[src/rtl/branch_ctrl.sv]
// branch_ctrl: decode-stage branch sequencing controller.
// Resolves a branch when its operands are available and drives PC_sel to
// the fetch mux. It stalls PC and IF/ID while operands are still in flight
// (bounded by MAX_WAIT) and flushes wrong-path fetches for FLUSH_CYCLES
// after a taken branch.
// Optional feature macro BRANCH_STATS_EN: saturating resolved/taken branch
// counters on br_total/br_taken. When the macro is undefined, both ports are tied to 0.
module branch_ctrl #(
    parameter int FLUSH_CYCLES = 1,   // legal 1..7
    parameter int MAX_WAIT     = 3,   // legal 1..15
    parameter int CNT_W        = 16
) (
    input  logic             clk,
    input  logic             rst,
    input  logic             de_valid,
    input  logic [1:0]       DE_control,
    input  logic             cmp,
    input  logic             opnd_ready,
    output logic             PC_sel,
    output logic             pc_stall,
    output logic             if_flush,
    output logic             wait_timeout,
    output logic [CNT_W-1:0] br_total,
    output logic [CNT_W-1:0] br_taken
);

    typedef enum logic [1:0] {IDLE, WAIT, FLUSH} state_t;

    localparam logic [2:0] FLUSH_INIT = 3'(FLUSH_CYCLES - 1);
    localparam logic [3:0] WAIT_MAX   = 4'(MAX_WAIT);

    state_t     state, state_nxt;
    logic [2:0] flush_cnt, flush_cnt_nxt;
    logic [3:0] wait_cnt, wait_cnt_nxt;
    logic       timeout_set;
    logic       br;
    logic       taken;

    assign br    = de_valid & DE_control[1];
    assign taken = DE_control[0] ~^ cmp;

    // State and counter registers; async reset discards any pending wait or flush.
    // NOTE: sequential state uses non-blocking (<=) so every register samples pre-edge values.
    always_ff @(posedge clk or posedge rst) begin
        if (rst) begin
            state        <= IDLE;
            flush_cnt    <= 3'd0;
            wait_cnt     <= 4'd0;
            wait_timeout <= 1'b0;
        end else begin
            state     <= state_nxt;
            flush_cnt <= flush_cnt_nxt;
            wait_cnt  <= wait_cnt_nxt;
            if (timeout_set)
                wait_timeout <= 1'b1;
        end
    end

    // Next-state and combinational outputs; reset forces all outputs low.
    always_comb begin
        // NOTE: every variable gets a default first so no path infers a latch.
        state_nxt     = state;
        flush_cnt_nxt = flush_cnt;
        wait_cnt_nxt  = wait_cnt;
        timeout_set   = 1'b0;
        PC_sel        = 1'b0;
        pc_stall      = 1'b0;
        if_flush      = 1'b0;

        case (state)
            IDLE, WAIT: begin
                if (!br) begin
                    state_nxt    = IDLE;
                    wait_cnt_nxt = 4'd0;
                end else if (opnd_ready) begin
                    // Resolve: zero latency from operand arrival.
                    PC_sel       = taken;
                    wait_cnt_nxt = 4'd0;
                    state_nxt    = IDLE;
                    if (taken) begin
                        if_flush = 1'b1;
                        if (FLUSH_CYCLES > 1) begin
                            state_nxt     = FLUSH;
                            flush_cnt_nxt = FLUSH_INIT;
                        end
                    end
                end else if (state == IDLE) begin
                    pc_stall     = 1'b1;
                    state_nxt    = WAIT;
                    wait_cnt_nxt = 4'd1;
                end else if (wait_cnt < WAIT_MAX) begin
                    pc_stall     = 1'b1;
                    wait_cnt_nxt = wait_cnt + 4'd1;
                end else begin
                    // Give up waiting: release the stall and treat the branch as not taken.
                    timeout_set  = 1'b1;
                    state_nxt    = IDLE;
                    wait_cnt_nxt = 4'd0;
                end
            end
            FLUSH: begin
                // Decode holds a bubble here, so branch inputs are ignored.
                if_flush = 1'b1;
                if (flush_cnt <= 3'd1) begin
                    state_nxt     = IDLE;
                    flush_cnt_nxt = 3'd0;
                end else begin
                    flush_cnt_nxt = flush_cnt - 3'd1;
                end
            end
            default: begin
                state_nxt     = IDLE;
                flush_cnt_nxt = 3'd0;
                wait_cnt_nxt  = 4'd0;
            end
        endcase

        if (rst) begin
            PC_sel      = 1'b0;
            pc_stall    = 1'b0;
            if_flush    = 1'b0;
            timeout_set = 1'b0;
        end
    end

`ifdef BRANCH_STATS_EN
    logic resolve;

    assign resolve = br & opnd_ready & (state != FLUSH);

    // Saturating statistics counters for resolved and taken branches.
    always_ff @(posedge clk or posedge rst) begin
        if (rst) begin
            br_total <= '0;
            br_taken <= '0;
        end else if (resolve) begin
            if (br_total != {CNT_W{1'b1}})
                br_total <= br_total + 1'b1;
            if (taken && br_taken != {CNT_W{1'b1}})
                br_taken <= br_taken + 1'b1;
        end
    end
`else
    assign br_total = '0;
    assign br_taken = '0;
`endif

endmodule

[config.mk]
export PLATFORM = sky130hd
export DESIGN_NAME = branch_ctrl
export DESIGN_NICKNAME = d
export VERILOG_FILES = /design/src/rtl/branch_ctrl.sv
export SDC_FILE = /design/constraint.sdc
export NUM_CORES = 1
export LEC_CHECK = 0
export ABC_AREA = 1
export CAP_MARGIN = 20
export CORE_AREA = 2 2 46 48
export CTS_CLUSTER_SIZE = 12
export DETAILED_ROUTE_END_ITERATION = 12
export DIE_AREA = 0 0 48 50
export GPL_TIMING_DRIVEN = 0
export MAX_ROUTING_LAYER = met4
export PLACE_DENSITY = 0.8
export REMOVE_ABC_BUFFERS = 1
export SLEW_MARGIN = 20
export SYNTH_ARGS = -nofsm -noshare
export SYNTH_HDL_FRONTEND = slang
export SYNTH_SLANG_ARGS = --single-unit
export TNS_END_PERCENT = 50
[constraint.sdc]
create_clock -name clk -period 1.15 [get_ports clk]
set_input_delay 0.23 -clock clk [delete_from_list [all_inputs] [get_ports clk]]
set_output_delay 0.23 -clock clk [all_outputs]
set_load 0.01 [all_outputs]
==> metrics.md, run 1 <==
| Metric | Value |
|---|---|
| Startpoint types | `flop` |
| Most frequent cells in the layout | `34 x conb_1, 6 x dfrtp_1, 5 x nand2_1, 5 x buf_4` |
| I/O Pins | `43` |
| Final Util | `31.8%` |
| Hold Path Class | `primary input to flop` |
| Crit path arrival time | `between 1000 and 1500 ps` |
| Clock root buffer | `clkbuf_4` |
| Setup WS post-layout | `-333 ps` |
| TritonCTS clock tree | `done` |
| Fmax | `about 670 MHz` |
| Count of input and output buffers | `10` |
| Synth Cell Area | `534 um2` |
| Final nets | `95` |
| GRT Residual Overflow | `0` |
| Initial Util | `between 20 and 30%` |
| CP endpoint kind | `output port` |
| Commonest non-fill, non-tap cell in the layout | `conb_1` |
| Post-synthesis mux area share | `0%` |
| Via count | `363` |
| H-tree depth | `1` |
| Grt peak-use layer | `met2` |
| Met2 usage | `between 10% and 20%` |
| Peak VDD IR | `326 uV` |
| # fillers | `201` |
| Post-synthesis sequential area ratio | `about 28%` |
| Clock sink total | `6` |
| Die area | `between 2000 and 2500 um2` |
| # diodes | `0` |
| Synth Instances | `65` |
| Met1 GRT Util | `under 10%` |
| Simple-gate share of the synthesized area | `between 10% and 20%` |
| Syn avg cell area | `a little over 8 um2` |
| Main combinational cell family by area after synthesis | `buffers and inverters` |
| Netlist cell types | `13` |
| Min Tclk post-route | `~1500 ps` |
| Final Hold Viols | `0` |
| Drt first pass iters | `2` |
| P_leak | `between 0.3 and 0.4 nW` |
| Share of cells above drive strength 1 | `approximately a third` |
| Critical-path cell list | `ha_2 -> inv_2 -> nand2_2 -> nand2_2 -> nand2_2 -> nor2_1 -> buf_2` |
| Period utilization | `129%` |
| GPL Wtd Cong | `0.625` |
| Pre-CTS WS | `-914 ps` |
| Fin. max-slew vios | `0` |
| Chip height | `50 um` |
| Post-Synth Adder-Cell Area | `between 2 and 2.5%` |
| First-pass GRT wire length | `1.19 mm` |
| Worst skew pair latency | `240 ps` |
| Detailed Route Iter0 Violations | `2` |
| Number of CTS-inserted buffers | `3` |
| WP data required | `920 ps` |
| Synth Area in Compound Gates | `less than 1%` |
| Peak fanout along the critical path | `2` |
| Synth warn | `0` |
| Antenna-violating nets left | `0` |
| Final wirelength | `roughly 800 um` |
| GR met3 Demand/Resource | `between 2 and 2.5%` |
| Critical path class | `flop to output port` |
| Failing checks | `negative setup slack` |
| Vias per cell | `about 3.2` |
| XOR/XNOR Fraction of Synth Area | `~1.6%` |
| Vias in the first global route | `between 300 and 400` |
| Seq cells post-synth | `6` |
| Slowest stage delay, CP | `roughly 380 ps` |
| RSZ-0062 raised after global routing | `yes` |
| Initial antenna violation count | `0` |
| Pin count of the biggest net entering global routing | `7` |
| Layout Skew | `~3.2 ps` |
| Outcome | `finished, violations left` |
| Slowest library cell on the worst path | `dfrtp_1` |
| Area delta synth->final | `13.3%` |
| Clk pin slew, worst setup/hold paths | `around 40 ps` |
| Die Span X | `roughly 48 um` |
| Row count | `16` |
| # DRC | `0` |
| Wire per inst | `7.15 um` |
| Cell mode on critical path | `nand2_2` |
| Cell area power density | `~850 nW/um2` |
| Finish-stage setup viols | `2` |
| Total track usage | `7.53%` |
| Clock Tree Buf Depth | `2` |
| Core region area | `1900 um2` |
| Max Cap Viol | `0` |
layout make-up:
class / instances / area [um2] / area share [%]
tap: 27 / 33.8 / 5.58
multi-input combinational: 53 / 248 / 40.9
timing repair buffer: 17 / 129 / 21.3
clock buffer: 3 / 22.5 / 3.72
sequential: 6 / 150 / 24.8
inverter: 6 / 22.5 / 3.72
metrics by stage:
step	hold slack (ps)	cells	TNS [ps]	cell area, um2	total power (W)
after floorplan	29.1	65	-106	410	0.000292
after global placement	452	102	-2350	544	0.000322
after detailed placement	457	102	-2560	544	0.000325
after CTS	112	110	-448	591	0.000521
after global routing	322	112	-485	606	0.000566
final	309	112	-357	606	0.000518
layer usage:
metal  share of wire [%]  up-vias
met5                   0        -
met2                  61       31
li1                    -      169
met3                 9.9        0
met1                  29      163
met4                   0        0
logic make-up after synthesis:
kind of cell / Yosys count
DFF: 6
xor gates and xnor gates: 1
buffers and inverters: 39
and+or+nand+nor: 16
other: 1
AOI/OAI and AO/OA: 1
adders and majority gates: 1
synth_stat cells (all sizes together):
library cell  count  area share [%]
xor2              1             1.6
nor2              4             3.7
a21oi             1            0.94
nor3b             1             2.3
nor3              2             1.9
buf              33              46
nand2             9             7.7
inv               6             4.2
ha                1             2.3
conb              1            0.70
dfrtp             6              28
sequential cells by signal, indices dropped and copies added, names as in the netlist:
register and flops:
state 1, wait_cnt 4, wait_timeout 1
worst max-delay path, delay by kind of cell (launching register included):
family | cells | cell delay (ps)
flops | 1 | 380
simple gates | 4 | 250
fa+ha+maj | 1 | 190
buf+inv | 2 | 190
timing repair:
action,4_1_cts,5_1_grt
endpoints found under the setup margin,4,4
resized for setup,24,12
hold buffers,0,1
setup buffers,5,1
pin swaps,5,5
endpoints found under the hold margin,0,6
worst paths after layout:
kind,from,endpoint,slack [ps],cells after the start
min in group asynchronous,rst,wait_cnt[3],520,4
worst max-delay path,wait_cnt[0],pc_stall,-330,7
worst min-delay path,rst,wait_timeout,310,4
worst max register to register,wait_cnt[0],wait_cnt[0],-20,8
worst min register to register,wait_timeout,wait_timeout,460,2
max in group asynchronous,rst,wait_cnt[0],510,4
where the power goes:
group | switching, W | internal [W] | total [W]
Sequential | 0.00000398 | 0.000218 | 0.000222
Clock | 0.0000664 | 0.000117 | 0.000184
Combinational | 0.0000779 | 0.0000335 | 0.000111
No activity file was read; power rests on OpenSTA's default activity.
==> run 2: changes to the inputs <==
Clock period 1.15 ns to 1.45 ns, I/O delays scaled along.
==> run 2 against run 1 <==
Net effect: the flow still finishes with violations (negative setup slack); clock power fell by 22%; critical path depth is the same; clock skew decreased by 1.7 ps; die area is the same; critical path type unchanged; largest cell class unchanged; largest power group unchanged.
==> metrics.md, run 2 (synthesized netlist as in run 1, its figures left out) <==
| Metric | Value |
|---|---|
| H-tree depth | `1 (unchanged)` |
| Area delta synth->final | `10.8% (was 13.3%)` |
| Vias in the first global route | `299 (was 309)` |
| Peak fanout along the critical path | `2 (unchanged)` |
| Final Util | `31.1% (was 31.8%)` |
| Vias per cell | `3.19 (was 3.24)` |
| GRT Residual Overflow | `0 (unchanged)` |
| Total track usage | `7.53% (unchanged)` |
| Critical path class | `flop to output port (unchanged)` |
| Clock sink total | `6 (unchanged)` |
| First-pass GRT wire length | `1.19 mm (about the same)` |
| Initial antenna violation count | `0 (unchanged)` |
| R2r setup slk | `260 ps (was -20 ps)` |
| Critical-path cell list | `ha_2 -> inv_2 -> nand2_2 -> nand2_2 -> nand2_2 -> nor2_1 -> buf_2 (unchanged)` |
| Final Hold Viols | `0 (unchanged)` |
| Startpoint types | `flop (unchanged)` |
| Most frequent cells in the layout | `34 x conb_1, 6 x dlygate4sd2_1, 6 x dfrtp_1 (was 34 x conb_1, 6 x dfrtp_1, 5 x nand2_1, 5 x buf_4)` |
| Worst reg2reg path endpoint | `wait_cnt[0] (unchanged)` |
| Slowest stage delay, CP | `380 ps (about the same)` |
| Crit path max-delay family | `flip-flops (unchanged)` |
| Failing checks | `negative setup slack (unchanged)` |
| Detailed Route Iter0 Violations | `5 (was 2)` |
| Clock root buffer | `clkbuf_4 (unchanged)` |
| # DRC | `0 (unchanged)` |
| CP endpoint kind | `output port (unchanged)` |
| Initial Util | `28.1% (unchanged)` |
| Max reg flops | `4 (unchanged)` |
| Crit path buf inv count | `2 (unchanged)` |
| Final wirelength | `741 um (was 801 um)` |
| Final nets | `93 (was 95)` |
| Cell mode on critical path | `nand2_2 (unchanged)` |
| RSZ-0062 raised after global routing | `yes (unchanged)` |
| Core region area | `1900 um2 (unchanged)` |
| R2R cell count | `8 (unchanged)` |
| Worst skew pair latency | `240 ps (about the same)` |
| Peak VDD IR | `262 uV (was 326 uV)` |
| Max Cap Viol | `0 (unchanged)` |
| Die Span X | `48 um (unchanged)` |
| Finish-stage setup viols | `1 (was 2)` |
| Clock Tree Buf Depth | `2 (unchanged)` |
| Chip height | `50 um (unchanged)` |
| Commonest non-fill, non-tap cell in the layout | `conb_1 (unchanged)` |
| Cell area power density | `681 nW/um2 (was 855 nW/um2)` |
| Count of input and output buffers | `10 (unchanged)` |
| Outcome | `finished, violations left (unchanged)` |
| Setup WS post-layout | `-90.3 ps (was -333 ps)` |
| Wire per inst | `6.74 um (was 7.15 um)` |
| Slowest library cell on the worst path | `dfrtp_1 (unchanged)` |
| Share of cells above drive strength 1 | `26.5% (was 31.8%)` |
| Min Tclk post-route | `1540 ps` |
| Pre-CTS WS | `-734 ps (was -914 ps)` |
| Drt first pass iters | `4 (was 2)` |
| # diodes | `0 (unchanged)` |
| GPL Wtd Cong | `0.625 (unchanged)` |
| Period utilization | `106%` |
| Row count | `16 (unchanged)` |
| Reg area | `150 um2 (unchanged)` |
| Multi-input gate area | `248 um2 (unchanged)` |
| WP data required | `1160 ps (was 920 ps)` |
| Number of CTS-inserted buffers | `3 (unchanged)` |
| Crit path arrival time | `1250 ps (about the same)` |
| Hold Path Class | `primary input to async pin (was primary input to flop)` |
| I/O Pins | `43 (unchanged)` |
| Pin count of the biggest net entering global routing | `7 (unchanged)` |
| Die area | `2400 um2 (unchanged)` |
| Fin. max-slew vios | `0 (unchanged)` |
| Layout Skew | `1.48 ps (was 3.22 ps)` |
| Via count | `351 (was 363)` |
| Reg with most FFs | `wait_cnt (unchanged)` |
| Clk pin slew, worst setup/hold paths | `40 ps (about the same)` |
| P_leak | `0.345 nW (was 0.348 nW)` |
| R2R Path Start | `wait_cnt[0] (unchanged)` |
| Fmax | `about 650 MHz` |
| TritonCTS clock tree | `done (unchanged)` |
| Largest regs | `wait_cnt: 4 flops, state: 1 flops, wait_timeout: 1 flops (unchanged)` |
| # fillers | `206 (was 201)` |
| Antenna-violating nets left | `0 (unchanged)` |
run 2: tightest hold or removal path, stage by stage:
cell	delay (ps)
dlygate4sd2_1	270
inv_2	70
buf_4	140
run 2: area by class of cell:
cell class / count / area share, %
Inverter: 6 / 3.81
Multi-Input combinational cell: 53 / 41.9
Tap cell: 27 / 5.71
Sequential cell: 6 / 25.4
Timing Repair Buffer: 15 / 19.5
Clock buffer: 3 / 3.81
run 2: report_power, final:
group	internal (W)	total, W	switching, W
logic	0.0000227	0.0000826	0.0000599
clock network	0.0000930	0.000144	0.0000510
registers	0.000173	0.000176	0.00000318
run 2: how the worst max path moves through the flow:
stage          slack [ps]         from  cells past startpoint  endpoint
5_1_grt              -160  wait_cnt[0]                      7  pc_stall
6_report              -90  wait_cnt[0]                      7  pc_stall
2_1_floorplan         140          rst                      3    PC_sel
3_5_place_dp         -730          rst                      5  if_flush
3_3_place_gp         -660          rst                      5  if_flush
4_1_cts              -120  wait_cnt[0]                      7  pc_stall
run 2: stage by stage:
step | area [um2] | hold slack (ps) | power [W] | instances | setup TNS, ps
after detailed placement | 544 | 457 | 0.000258 | 102 | -1970
after floorplan | 410 | 89.1 | 0.000232 | 65 | 0
final | 592 | 200 | 0.000403 | 110 | -90.3
after global placement | 544 | 452 | 0.000255 | 102 | -1810
after global routing | 592 | 199 | 0.000443 | 110 | -157
after CTS | 584 | 172 | 0.000411 | 109 | -116
run 2: per-layer routing:
| metal | share of wire (%) | GRT usage, % | vias up |
|---|---|---|---|
| met1 | 28 | 6.01 | 157 |
| met5 | 0 | - | - |
| met4 | 0 | 5.41 | 0 |
| met3 | 11 | 2.20 | 0 |
| met2 | 61 | 13.3 | 31 |
| li1 | - | - | 163 |
run 2: what timing repair did:
action / in CTS / in global routing
setup endpoints to repair: 3 / 1
pin swaps: 4 / 2
hold buffers: 0 / 0
setup buffers: 4 / 1
gates resized for setup: 23 / 0
==> variant: new RTL, config.mk and constraints of run 1 <==
Re-encode `state_t` (3 states) as one-hot, 3 bits wide.
--- a/src/rtl/branch_ctrl.sv
+++ b/src/rtl/branch_ctrl.sv
@@ -24,7 +24,7 @@
     output logic [CNT_W-1:0] br_taken
 );
 
-    typedef enum logic [1:0] {IDLE, WAIT, FLUSH} state_t;
+    typedef enum logic [2:0] {IDLE = 3'b001, WAIT = 3'b010, FLUSH = 3'b100} state_t;
 
     localparam logic [2:0] FLUSH_INIT = 3'(FLUSH_CYCLES - 1);
     localparam logic [3:0] WAIT_MAX   = 4'(MAX_WAIT);
Formal check against the unedited RTL: no difference found for any inputs over 10 cycles, from zero or initial values and one cycle with rst high; not proved beyond that.
==> variant against run 1 <==
The flow still finishes with violations (negative setup slack). Power increased by 17%. Sequential cell count is 1 higher. Clock skew decreased by 0.00072 ns. Area after synthesis increased by 15%. Cell area grew 12%. Wire length down 9.6%. Global-route usage up 0.17 points. Worst setup slack got worse by 0.15 ns. Critical endpoint is now if_flush. Largest cell class unchanged.
==> variant: results (changes against run 1) <==
| Metric | Value |
|---|---|
| LEAKAGE | 0.367 nW (+5.6%) |
| Vias in the first global route | 332 (+7.4%) |
| Post-Syn Instances | 77 (+18%) |
| Leading cell types by count after synthesis | 33 x buf_4, 11 x nand2_1, 8 x inv_1 |
| GRT Overall Usage | 7.70% (+0.17 points) |
| Violated checks | negative setup slack |
| Status | finished, violations left |
| Fill cells | 191 (-5.0%) |
| Skew final | 0.00250 ns (-0.000718 ns) |
| Crit path DAT | 1.40 ns (+0.15 ns) |
| Final setup vio count | 8 (+6) |
| 1st-iter DRT viols | 1 (-1) |
| Placer's final routability congestion estimate | 0.790 (+26%) |
| Regs by FF count | wait_cnt (4), state (2), wait_timeout (1) |
| Setup TNS | -2.05 ns (-1.69 ns) |
| Nets | 102 (+7.4%) |
| Share of layout cells above drive strength 1 | 19.6% (-12 points) |
| Final worst setup slack | -0.481 ns (-0.148 ns) |
| Worst hold path class | in2async |
| Vias | 397 (+9.4%) |
| Flip-flop and latch area | 176 sq um (+17%) |
| Synth unique cells | 16 (+3) |
| Global-route wire length before repair | 1.30 mm (+8.7%) |
| Synth top area cells | buf_4 40%, dfrtp_1 24%, nand2_1 6.7%, inv_1 4.9%, dfstp_2 4.3% |
| Post-synthesis sequential area ratio | 28.7% (+0.56 points) |
[variant: path summary, 6_finish.rpt]
path | endpoint | startpoint | slack (ns)
max | if_flush | state[0] | -0.48
min | wait_cnt[1] | rst | 0.30
max reg2reg | state[1] | state[0] | -0.16
min reg2reg | wait_timeout | wait_timeout | 0.47
max in group asynchronous | state[0] | rst | 0.58
min in group clk | wait_timeout | wait_timeout | 0.47
[variant: report_power, final]
group / leakage [nW] / switching [mW] / internal, mW / total (mW)
Sequential: 0.0838 / 0.00483 / 0.257 / 0.262
Combinational: 0.268 / 0.0899 / 0.0440 / 0.134
Clock: 0.0150 / 0.0778 / 0.132 / 0.209
Total: 0.367 / 0.172 / 0.432 / 0.605
[variant: cell families (layout without fill, tap and decap cells)]
logic type	after synthesis	after routing	share of synthesized area (%)
buffers and inverters	41	23	45.1
and+or+nand+nor	22	22	18.3
DFF	7	7	28.7
AOI/OAI and AO/OA	4	4	3.25
adders and majority gates	2	2	4.06
other	1	34	0.609
[variant: per-layer routing]
layer | part of all wire [%] | global-route usage [%]
met5 | 0 | -
met4 | 0 | 5.41
met3 | 11 | 1.47
met2 | 53 | 12.9
met1 | 36 | 7.43
[variant: metrics by stage]
stage | worst slack (ns) | power (mW)
2_1_floorplan | -0.343 | 0.349
3_3_place_gp | -0.800 | 0.380
3_5_place_dp | -0.843 | 0.383
4_1_cts | -0.500 | 0.614
5_1_grt | -0.539 | 0.658
6_report | -0.481 | 0.605
[variant: worst max-delay path, cell delays in order (launching register included)]
cell and delay [ns]:
dfstp_2 0.54, ha_4 0.20, nand3b_1 0.15, nor2_1 0.12, buf_2 0.15
[variant: timing repair]
| item | 4_1_cts | 5_1_grt |
|---|---|---|
| pin swaps | 7 | 2 |
| endpoints found under the hold margin | 0 | 0 |
| setup endpoints to repair | 9 | 9 |
| setup buffers | 1 | 0 |
| gates cloned | 0 | 0 |
| resized for setup | 19 | 2 |
| hold buffers | 0 | 0 |
[variant: area by class of cell]
class,instances,area share [%]
clock buffer,4,3.87
inverter,8,4.42
multi-input combinational,62,46.6
sequential,7,26.0
tap,27,4.97
timing repair buffer,11,14.2
